## src/rtl/fetch_ctrl_if.sv

```systemverilog
// fetch_ctrl_if: program-memory and decode handshake bundle for fetch_ctrl.
interface fetch_ctrl_if;
  logic [31:0] pm_addr;
  logic [31:0] pm_data;
  logic        branch_valid;
  logic [31:0] branch_target;
  logic        halt;
  logic [31:0] instr;
  logic [31:0] instr_pc;
  logic        instr_valid;
  logic        instr_ready;
  logic        fault;
  modport master (
    output pm_addr, instr, instr_pc, instr_valid, fault,
    input  pm_data, branch_valid, branch_target, halt, instr_ready
  );
  modport slave (
    input  pm_addr, instr, instr_pc, instr_valid, fault,
    output pm_data, branch_valid, branch_target, halt, instr_ready
  );
endinterface

```

## src/rtl/fetch_ctrl.sv

```systemverilog
// fetch_ctrl: owns the PC, fetches from combinational program memory into a one-entry valid/ready stage.
// Define FETCH_BOUND_CHECK_EN to trap out-of-range fetches/branches in a sticky FAULT state.
module fetch_ctrl #(
  parameter int DEPTH    = 31,
  parameter int RESET_PC = 0
) (
  input logic         clk,
  input logic         reset,
  fetch_ctrl_if.master bus
);
`ifdef FETCH_BOUND_CHECK_EN
  typedef enum logic [1:0] {IDLE, FETCH, HALTED, FAULT} state_t;
`else
  typedef enum logic [1:0] {IDLE, FETCH, HALTED} state_t;
`endif
  localparam logic [31:0] L_DEPTH = 32'(DEPTH);
  localparam logic [31:0] L_RPC   = 32'(RESET_PC);
  state_t      r_state;
  logic [31:0] r_pc;
  logic [31:0] r_instr;
  logic [31:0] r_instr_pc;
  logic        r_valid;
  logic        w_free;
  logic        w_bad_tgt;
  logic [31:0] w_pc_inc;
  assign w_free    = !r_valid || bus.instr_ready;
  assign w_bad_tgt = bus.branch_target >= L_DEPTH;
`ifdef FETCH_BOUND_CHECK_EN
  logic r_fault;
  assign w_pc_inc  = r_pc + 32'd1;
  assign bus.fault = r_fault;
`else
  assign w_pc_inc  = (r_pc >= L_DEPTH - 32'd1) ? '0 : r_pc + 32'd1;
  assign bus.fault = 1'b0;
`endif
  assign bus.pm_addr     = r_pc;
  assign bus.instr       = r_instr;
  assign bus.instr_pc    = r_instr_pc;
  assign bus.instr_valid = r_valid;
  always_ff @(posedge clk or posedge reset) begin
    if (reset) begin
      r_state    <= IDLE;
      r_pc       <= L_RPC;
      r_instr    <= '0;
      r_instr_pc <= '0;
      r_valid    <= 1'b0;
`ifdef FETCH_BOUND_CHECK_EN
      r_fault    <= 1'b0;
`endif
    end else begin
      case (r_state)
        IDLE: begin
          r_state <= bus.halt ? HALTED : FETCH;
          if (bus.branch_valid) begin
`ifdef FETCH_BOUND_CHECK_EN
            if (w_bad_tgt) begin
              r_state <= FAULT;
              r_fault <= 1'b1;
            end else r_pc <= bus.branch_target;
`else
            r_pc <= w_bad_tgt ? '0 : bus.branch_target;
`endif
          end
        end
        FETCH, HALTED: begin
          // a redirect discards the held instruction even if decode is taking it
          if (bus.branch_valid) begin
            r_valid <= 1'b0;
`ifdef FETCH_BOUND_CHECK_EN
            if (w_bad_tgt) begin
              r_state <= FAULT;
              r_fault <= 1'b1;
            end else r_pc <= bus.branch_target;
`else
            r_pc <= w_bad_tgt ? '0 : bus.branch_target;
`endif
          end else if (bus.halt || r_state == HALTED) begin
            if (bus.instr_ready) r_valid <= 1'b0;
            r_state <= bus.halt ? HALTED : FETCH;
          end else if (w_free) begin
`ifdef FETCH_BOUND_CHECK_EN
            if (r_pc >= L_DEPTH) begin
              r_state <= FAULT;
              r_fault <= 1'b1;
              r_valid <= 1'b0;
            end else begin
              r_instr    <= bus.pm_data;
              r_instr_pc <= r_pc;
              r_valid    <= 1'b1;
              r_pc       <= w_pc_inc;
            end
`else
            r_instr    <= bus.pm_data;
            r_instr_pc <= r_pc;
            r_valid    <= 1'b1;
            r_pc       <= w_pc_inc;
`endif
          end
        end
`ifdef FETCH_BOUND_CHECK_EN
        FAULT: r_valid <= 1'b0;
`endif
        default: r_state <= IDLE;
      endcase
    end
  end
endmodule

```

## src/flat_wrapper.sv

```systemverilog
// flat-port wrapper written by rule: the top's interface ports become plain ports
module fetch_ctrl_flat 
#(
  parameter int DEPTH    = 31,
  parameter int RESET_PC = 0
)
  (clk, reset, bus_pm_addr, bus_instr, bus_instr_pc, bus_instr_valid, bus_fault, bus_pm_data, bus_branch_valid, bus_branch_target, bus_halt, bus_instr_ready);
  fetch_ctrl_if bus_i ();
  input logic clk;
  input logic reset;
  output wire logic [$bits(bus_i.pm_addr)-1:0] bus_pm_addr;
  output wire logic [$bits(bus_i.instr)-1:0] bus_instr;
  output wire logic [$bits(bus_i.instr_pc)-1:0] bus_instr_pc;
  output wire logic [$bits(bus_i.instr_valid)-1:0] bus_instr_valid;
  output wire logic [$bits(bus_i.fault)-1:0] bus_fault;
  input wire logic [$bits(bus_i.pm_data)-1:0] bus_pm_data;
  input wire logic [$bits(bus_i.branch_valid)-1:0] bus_branch_valid;
  input wire logic [$bits(bus_i.branch_target)-1:0] bus_branch_target;
  input wire logic [$bits(bus_i.halt)-1:0] bus_halt;
  input wire logic [$bits(bus_i.instr_ready)-1:0] bus_instr_ready;
  assign bus_pm_addr = bus_i.pm_addr;
  assign bus_instr = bus_i.instr;
  assign bus_instr_pc = bus_i.instr_pc;
  assign bus_instr_valid = bus_i.instr_valid;
  assign bus_fault = bus_i.fault;
  assign bus_i.pm_data = bus_pm_data;
  assign bus_i.branch_valid = bus_branch_valid;
  assign bus_i.branch_target = bus_branch_target;
  assign bus_i.halt = bus_halt;
  assign bus_i.instr_ready = bus_instr_ready;
  fetch_ctrl #(.DEPTH(DEPTH), .RESET_PC(RESET_PC)) u_core (.clk(clk), .reset(reset), .bus(bus_i));
endmodule
```

## config.mk

```make
export PLATFORM = sky130hd
export DESIGN_NAME = fetch_ctrl_flat
export DESIGN_NICKNAME = d
export VERILOG_FILES = /design/src/rtl/fetch_ctrl_if.sv /design/src/rtl/fetch_ctrl.sv /design/src/flat_wrapper.sv
export SDC_FILE = /design/constraint.sdc
export NUM_CORES = 1
export LEC_CHECK = 0
export CAP_MARGIN = 10
export CORE_ASPECT_RATIO = 1.75
export CORE_MARGIN = 3
export CORE_UTILIZATION = 39
export CTS_CLUSTER_SIZE = 28
export DETAILED_ROUTE_END_ITERATION = 16
export GPL_TIMING_DRIVEN = 0
export PLACE_DENSITY_LB_ADDON = 0.2
export SETUP_SLACK_MARGIN = 0.02
export SYNTH_ARGS = -nofsm -noshare
export SYNTH_HDL_FRONTEND = slang
export SYNTH_SLANG_ARGS = --single-unit
```

## constraint.sdc

```tcl
create_clock -name clk -period 3.4 [get_ports clk]
set_input_delay 0.68 -clock clk [delete_from_list [all_inputs] [get_ports clk]]
set_output_delay 0.68 -clock clk [all_outputs]
set_load 0.005 [all_outputs]
```

Yosys cells after proc, flatten, opt, wreduce, memory -nomap -nowiden
Cells that the tools add are included.
- flip-flop bits (word level): 99
- output and inout port bits: 98
- bits of input ports: 69
- order comparisons: 2
- add/subtract/negate cells: 1
- reduce and logical (&&, ||, !) cells: 11
- bitwise operators: 2
- equality and inequality tests: 8
- multiplexer cells: 15
- operator list (kind ; count):
    $mux 32 ; 6
    $ge 32x5->1 const B ; 2
    $pmux 32 s2 ; 1
    $add 32x1->32 const B ; 1
    $reduce_and 4->1 ; 2
    $mux 2 ; 3
    $ne 3x3->1 const B ; 2
    $mux 1 ; 4
    $ne 2x2->1 const B ; 2
    $pmux 2 s2 ; 1
    $ne 3x2->1 const B ; 1
    $reduce_and 3->1 ; 1
    $reduce_bool 3->1 ; 1
    $eq 2x1->1 const B ; 1
    $eq 2x2->1 const B ; 1
    $logic_not 2->1 ; 1
    $logic_or 1x1->1 ; 2
    $ne 2x1->1 const B ; 1
    $not 1->1 ; 2
    $reduce_and 2->1 ; 1
    $reduce_bool 2->1 ; 1
    $reduce_or 2->1 ; 1
    $logic_not 1->1 ; 1

Logic depth before layout (Yosys ltp)
Gate-level depths: netlist (run 1).
- depth after elaboration: 6
- gate-level depth with buffers: 8
- gate-level depth less buffers: 7

Worst setup path before layout (run 1)
Ideal clock, no wire load.
- kind: reg-to-reg
- start point: register u_core.r_state[1]
- end point: register u_core.r_instr_pc[16] (netlist: u_core.bus.instr_pc[16])
- setup slack: 1.158 ns
- setup time: 0.127 ns
- period minus slack after synthesis: 2.242 ns
- arrival time: 2.115 ns
- cell stages (with the launch flop): 8
- data required time: 3.273 ns
- cells stage by stage: dfrtp_1 inv_1 ha_1 nand2b_2 or4_1 clkbuf_1 clkbuf_1 mux2_1
- word-level cells in the longest chain between the ends: 4
- ends and longest elaborated chain (element ; line ; text):
    from (decl) ; fetch_ctrl.sv:18 ; state_t r_state;
    from (signal assigned) ; fetch_ctrl.sv:53 ; r_state <= bus.halt ? HALTED : FETCH;
    from (signal assigned) ; fetch_ctrl.sv:79 ; r_state <= bus.halt ? HALTED : FETCH;
    $eq 2x2->1 ; fetch_ctrl.sv:51, fetch_ctrl.sv:77 ;
    $logic_or 1x1->1 ; fetch_ctrl.sv:77 ; end else if (bus.halt || r_state == HALTED) begin
    $not 1->1 (no source line) ; -- ;
    $reduce_and 4->1 (no source line) (*) ; -- ;
    to (signal assigned) ; fetch_ctrl.sv:94 ; r_instr_pc <= r_pc;
    to (decl) ; fetch_ctrl.sv:21 ; logic [31:0] r_instr_pc;
Mark *: on every way between the ends. The rest lies on a longest branch, timed or not.
A chain may end at the register's enable or synchronous reset.

Worst setup path in the final report (run 1)
- start point: input bus_branch_valid
- end point: register u_core.r_instr_pc[16] (netlist: u_core.bus.instr_pc[16])
- word-level cells in the longest chain between the ends: 2
- ends and longest elaborated chain (element ; line ; text):
    from (decl) ; flat_wrapper.sv:17 ; input wire logic [$bits(bus_i.branch_valid)-1:0] bus_branch_valid;
    $not 1->1 (no source line) ; -- ;
    $reduce_and 4->1 (no source line) ; -- ;
Every way passes these cells.

==> results of run 1 <==
==> report_power, final <==
| group | total [uW] | internal (uW) | switching [uW] | leakage [uW] |
|---|---|---|---|---|
| Clock | 1040 | 628 | 416 | 0.000155 |
| Combinational | 1320 | 780 | 537 | 0.00129 |
| Sequential | 1550 | 1410 | 140 | 0.00131 |
==> flip-flops by register name (all words and copies together), names as in the netlist <==
name	cells
u_core.bus.instr_valid	1
u_core.bus.instr_pc	32
u_core.bus.instr	32
u_core.r_state	2
u_core.bus.pm_addr	32
==> layout make-up <==
| type | instances | area [sq um] | share of cell area (%) |
|---|---|---|---|
| Sequential cell | 99 | 2480 | 40.0 |
| Timing Repair Buffer | 166 | 1680 | 27.1 |
| Multi-Input combinational cell | 179 | 1480 | 23.8 |
| Clock buffer | 12 | 267 | 4.30 |
| Tap cell | 125 | 156 | 2.52 |
| Buffer | 12 | 61.3 | 0.989 |
| Clock inverter | 4 | 47.5 | 0.767 |
| Inverter | 9 | 36.3 | 0.585 |
==> routing by layer <==
| metal | share of wire, % | vias up | routed length [microns] | global-route usage (%) |
|---|---|---|---|---|
| li1 | - | 1432 | - | - |
| met1 | 39 | 1504 | 4060 | 20.2 |
| met2 | 54 | 108 | 5610 | 33.4 |
| met3 | 5.2 | 20 | 543 | 4.80 |
| met4 | 2.4 | 0 | 254 | 7.84 |
| met5 | 0 | - | 0 | 0 |
==> worst max-delay path by stage <==
stage / startpoint / endpoint / slack, ns / cells after the start
global route: bus_branch_valid / u_core.bus.instr_pc[17] / 0.47 / 6
global placement: reset / u_core.bus.instr_pc[27] / -1.31 / 2
CTS: bus_branch_valid / u_core.bus.instr_pc[18] / 0.56 / 6
finish: bus_branch_valid / u_core.bus.instr_pc[16] / 0.61 / 6
floorplan: reset / u_core.bus.instr[0] / 0.13 / 1
detailed placement: bus_branch_valid / u_core.bus.instr_pc[18] / 0.22 / 6
==> Yosys cell counts <==
cell	count
nor2b_1	4
a31oi_1	2
ha_1	5
a22o_1	1
o21a_2	1
a32o_1	1
conb_1	1
nor2_1	7
o22ai_1	2
nor2b_2	8
o41ai_1	1
mux2_2	57
nand3_1	3
o31ai_1	1
and2_1	15
a211o_1	2
nand2b_2	1
a221o_1	2
nor3_1	5
or2_1	1
buf_4	1
clkbuf_1	6
a32oi_1	1
buf_2	4
dfrtp_1	99
nand4_1	8
buf_6	1
and4_1	1
or3b_2	1
o41a_1	1
mux2_1	5
nor4b_1	1
o21ai_0	6
and2_2	1
nand2_1	7
o22a_1	1
or4_1	4
o21a_1	1
inv_1	9
nor2_2	2
and3_1	2
a21oi_1	2
nor4_1	15
==> stage by stage <==
step           total power [uW]  cells  setup slack, ns  setup TNS (ns)  hold WS [ns]
6_report                   3910    606            0.605               0         0.486
5_1_grt                    4140    606            0.467               0         0.515
4_1_cts                    3970    606            0.563               0         0.489
3_5_place_dp               2910    590            0.217               0         0.474
3_3_place_gp               2860    589            -1.31         -129.21         0.468
2_1_floorplan              2200    299            0.130               0         0.473
==> kinds of logic (layout without fill, tap and decap cells) <==
kind of cell / after synthesis / count (layout) / share of synthesized area (%)
flip-flops: 99 / 99 / 61.2
AND/OR/NAND/NOR: 86 / 86 / 13.1
multiplexers: 62 / 62 / 17.2
AO/OA/AOI/OAI: 25 / 25 / 4.51
buffers and inverters: 21 / 203 / 2.35
adder cells (fa/ha/maj): 5 / 5 / 1.55
other: 1 / 1 / 0.0926
==> worst reg2reg max path, stage by stage, from the launching register on <==
cell and delay [ns]:
dfrtp_1 0.38, inv_1 0.08, ha_1 0.40, nand2b_2 0.13
or4_1 0.54, clkbuf_1 0.32, clkbuf_1 0.35, mux2_1 0.38
==> placed cells by master, fill, tap and decap left out, types with 2 or more instances in the layout <==
master,netlist,routed
buf_2,4,4
and2_1,15,15
inv_1,9,8
o22ai_1,2,2
clkbuf_16,0,9
a31oi_1,2,2
nand2_1,7,7
mux2_1,5,5
clkbuf_1,6,6
a21oi_1,2,2
nor2b_2,8,8
nor2_2,2,2
nor4_1,15,15
nor3_1,5,5
and3_1,2,2
dfrtp_1,99,99
nor2_1,7,7
mux2_2,57,57
a221o_1,2,2
a211o_1,2,2
clkdlybuf4s50_1,0,165
or4_1,4,4
nand4_1,8,8
clkbuf_8,0,3
ha_1,5,5
nand3_1,3,3
nor2b_1,4,4
clkinv_2,0,2
o21ai_0,6,6
==> impl_metrics.csv, run 1 <==
group,metric,value,unit
run_status,status,"finished clean",
power,p_leak,0.00275,uW
critical_path,cp_common_cell,"clkbuf_1",
yosys,syn_area_per_cell,13.5,sq um
yosys,synth_cells,299,
die,rows,48,
cts,cts_buffer_depth,2,
job,drv_cap,0,
final_layout,layout.nets,550,
critical_path,crit_chain,"clkdlybuf4s50_1, nand2b_2, or4_1, clkbuf_1, clkbuf_1, mux2_1",
yosys,ys_warn_count,0,
die,die_area,11700,sq um
timing,rsz0062_at_grt,"false",
yosys,yosysUniqueCellTypes,43,
cts,postCtsSetupBuffers,0,
final_layout,final_area,6200,sq um
final_layout,n_fill_cell,849,
placement,dp_hpwl,8000,microns
grt,grt_use_total,18.4,%
yosys,synth_nets,373,
critical_path,critPathBufInv,3,
timing,slew_viol_final,0,
critical_path,critical_path_arrival,3.01,ns
yosys,synth.largest_area_cell,"dfrtp_1",
final_layout,utilization,62.2,%
final_layout,drive_gt1_share,19.8,%
cts,h-tree-depth,3,
timing,tightest_slew,0.604,ns
die,die_h,141,microns
placement,io_buffers,165,
grt,antenna_found_initial,0,
cts,ctsHoldBuffers,0,
hold_path,worstHoldPathType,"reg -> reg",
drt,totalWireLength,10500,microns
grt,overflow,0,
die,num_io_pins,167,
critical_path,cp_max_fo,10,
cts,clock-sinks,99,
critical_path,r2r_end,"u_core.bus.instr_pc[16]",
die,core,9970,sq um
drt,drc_errors,0,
timing,period_minus_slack,2.79,ns
critical_path,end_kind,"register",
die,initial_core_util,40.6,%
critical_path,crit_slowest_cell,"or4_1",
drt,viasPerCell,5.06,
hold_path,hold_path_depth,2,
timing,setup_viol,0,
critical_path,worstPathRequired,3.62,ns
timing,hold_viol_final,0,
timing,min_period_over_period,82.2,%
timing,fin_skew,0.00424,ns
grt,grt_max_degree,69,
drt,dr_total_vias,3064,
grt,grt_pass1_wl,17200,microns
placement,gp_congestion,0.835,
timing,fmax,358,MHz
critical_path,regToRegStartpoint,"u_core.r_state[0]",
critical_path,critPathTopFamily,"buffers and inverters",
final_layout,antennaDiodeCount,0,
die,die_w,83.0,microns
cts,clk_latency,0.33,ns
power,powerDensity,631,nW/um^2
cts,root_buffer,"clkbuf_16",
hold_path,hp-start,"u_core.bus.instr_pc[4]",
power,vdd_ir_drop_max,360,uV
critical_path,r2r_slack,0.71,ns
yosys,synth_top_area_share,61.2,%
hold_path,min_to,"u_core.bus.instr_pc[4]",
yosys,synthTopCellsByArea,"dfrtp_1, mux2_2, and2_1",
yosys,seq_area_frac_synth,61.2,%
drt,routedWlPerCell,17.3,microns
final_layout,syn2layout_area_growth,53.2,%
placement,place_area,5890,sq um
critical_path,r2r_cells,7,
drt,dr.first_iter.drc_count,73,
critical_path,path_class,"in -> reg",
cts,cts_tree,"yes",
grt,grt_pass1_vias,3373,
critical_path,worstSetupStartpointType,"input pin",
yosys,ys_ff_latch,99,
drt,dr.pass1.iters,4,
critical_path,cpPeakStageDelay,0.54,ns
yosys,synth_area,4050,sq um
cts,path_clk_slew,0.07,ns
cts,cts_resized,0,
cts,cts_buffers,9,
drt,antenna_left,0,
timing,slew_headroom,59.7,%
Note: power is estimated with default switching activity, not from simulation.
==> run 2: changes to the inputs <==
==> constraint.sdc (replaced) <==
create_clock -name clk -period 2.29 [get_ports clk]
set_input_delay 0.458 -clock clk [delete_from_list [all_inputs] [get_ports clk]]
set_output_delay 0.458 -clock clk [all_outputs]
set_load 0.005 [all_outputs]
==> run 2 against run 1 <==
  * Utilization up 1.3 points
  * Via count up 1.2%
  * Cell area up 2.1%
  * Sequential share of layout area down 0.81 points
  * Critical path type is now reg -> reg
  * Setup slack worse by 0.50 ns
  * Largest cell class unchanged
==> impl_metrics.csv, run 2 (synthesized netlist as in run 1, its figures left out) <==
group,metric,value,unit
final_layout,layout.cells.non_filler,612,
cts,h-tree-depth,3,
placement,dp_hpwl,8240,microns
critical_path,worstPathRequired,2.55,ns
drt,drc_errors,0,
final_layout,n_fill_cell,809,
drt,antenna_left,0,
grt,grt_pass1_vias,3364,
critical_path,end_kind,"register",
critical_path,worstSetupStartpointType,"register",
cts,clock-sinks,99,
die,core,9970,sq um
final_layout,utilization,63.5,%
critical_path,cp-startpoint,"u_core.bus.pm_addr[20]",
grt,overflow,0,
critical_path,path_class,"reg -> reg",
drt,dr_total_vias,3102,
critical_path,cp_common_cell,"or4_1",
timing,hold_viol_final,0,
power,powerDensity,954,nW/um^2
critical_path,endpoint,"u_core.bus.pm_addr[12]",
die,die_h,141,microns
grt,grt_use_total,18.7,%
timing,slew_viol_final,0,
cts,path_clk_slew,0.07,ns
timing,fin_skew,0.00764,ns
die,die_w,83.0,microns
timing,tightest_slew,0.820,ns
timing,slew_headroom,45.2,%
critical_path,crit_chain,"or4_1, or4_1, buf_2, o21a_2, buf_6, nor2b_2",
final_layout,syn2layout_area_growth,56.3,%
drt,viasPerCell,5.07,
final_layout,drive_gt1_share,22.0,%
critical_path,critPathTopFamily,"simple AND/OR/NAND/NOR gates",
timing,min_period_over_period,95.6,%
hold_path,worstHoldPathType,"reg -> reg",
cts,cts_buffers,9,
critical_path,cp_max_fo,10,
grt,grt_max_degree,40,
drt,dr.pass1.iters,5,
drt,routedWlPerCell,17.6,microns
placement,gp_congestion,0.850,
critical_path,regToRegStartpoint,"u_core.bus.pm_addr[20]",
die,die_area,11700,sq um
final_layout,layout.nets,556,
die,rows,48,
cts,root_buffer,"clkbuf_16",
critical_path,r2r_end,"u_core.bus.pm_addr[12]",
die,num_io_pins,167,
cts,cts_tree,"yes",
timing,setup_viol,0,
drt,dr.first_iter.drc_count,141,
critical_path,cpPeakStageDelay,0.54,ns
critical_path,crit_slowest_cell,"or4_1",
final_layout,antennaDiodeCount,0,
critical_path,critPathBufInv,2,
timing,rsz0062_at_grt,"false",
critical_path,r2r_slack,0.10,ns
timing,period_minus_slack,2.19,ns
placement,dp_cells,591,
final_layout,final_common_cell,"clkdlybuf4s50_1",
placement,io_buffers,165,
critical_path,r2r_cells,6,
cts,ctsHoldBuffers,0,
timing,fmax,457,MHz
grt,grt_pass1_wl,17500,microns
critical_path,cp_num_cells,6,
final_layout,mostFrequentLayoutCells,"clkdlybuf4s50_1, dfrtp_1, mux2_2, nor4_1, and2_1",
power,vdd_ir_drop_max,613,uV
drt,totalWireLength,10700,microns
die,initial_core_util,40.6,%
power,p_leak,0.00282,uW
cts,clk_latency,0.33,ns
cts,cts_buffer_depth,2,
critical_path,critical_path_arrival,2.45,ns
run_status,status,"finished clean",
job,drv_cap,0,
hold_path,hp-start,"u_core.bus.instr_pc[0]",
grt,antenna_found_initial,0,
run 2: cell types whose count changed in the layout (fill, tap and decap cells not counted), sizes merged:
cell / change
buf: +5
bufinv: +1
clkbuf: +1
clkinv: -1
clkinvlp: +1
inv: -1
run 2: final cells by class:
cell class / count / area (sq um) / area share (%)
Tap cell: 125 / 156 / 2.47
Multi-Input combinational cell: 179 / 1510 / 23.8
Timing Repair Buffer: 172 / 1730 / 27.3
Buffer: 12 / 93.8 / 1.48
Inverter: 9 / 37.5 / 0.593
Sequential cell: 99 / 2480 / 39.1
Clock buffer: 12 / 256 / 4.05
Clock inverter: 4 / 72.6 / 1.15
run 2: worst min-delay path, stage by stage (launching register included):
cell and delay, ns:
dfrtp_1 0.35, nand2_1 0.05, o21ai_0 0.06
run 2: metrics by stage:
stage / hold slack [ns] / setup TNS, ns / total power [uW] / area, sq um / worst slack, ns
6_report: 0.485 / 0 / 6040 / 6330 / 0.101
5_1_grt: 0.516 / 0 / 6380 / 6330 / 0.0207
4_1_cts: 0.494 / 0 / 6080 / 6300 / 0.0283
3_5_place_dp: 0.481 / -33.42 / 4330 / 5900 / -0.698
3_3_place_gp: 0.466 / -65.40 / 4250 / 5860 / -0.691
2_1_floorplan: 0.473 / 0 / 3260 / 4050 / 0.0478
run 2: routing by layer:
layer / vias up / track usage [%] / part of all wire, %
met5: - / 0 / 0
met4: 0 / 6.89 / 2.4
met3: 16 / 5.09 / 5.5
met2: 127 / 32.9 / 53
met1: 1516 / 21.8 / 39
li1: 1443 / - / -
run 2: how the worst min path moves through the flow:
stage / to / slack [ns] / cells after the start
2_1_floorplan: u_core.bus.instr_pc[0] / 0.47 / 2
3_3_place_gp: u_core.bus.instr_pc[4] / 0.47 / 2
3_5_place_dp: u_core.bus.instr_pc[16] / 0.48 / 1
4_1_cts: u_core.bus.instr_pc[4] / 0.49 / 2
5_1_grt: u_core.bus.instr_pc[21] / 0.52 / 1
6_report: u_core.bus.instr_pc[0] / 0.49 / 2
run 2: repair_timing:
action / 4_1_cts / 5_1_grt
pin swaps: 0 / 1
buffers inserted: 2 / 3
resized for setup: 14 / 4
setup endpoints to repair: 77 / 80
run 2: power by group:
part / total [uW] / internal, uW / switching, uW
Combinational: 2110 / 1270 / 844
Clock: 1630 / 1020 / 614
Sequential: 2300 / 2100 / 198
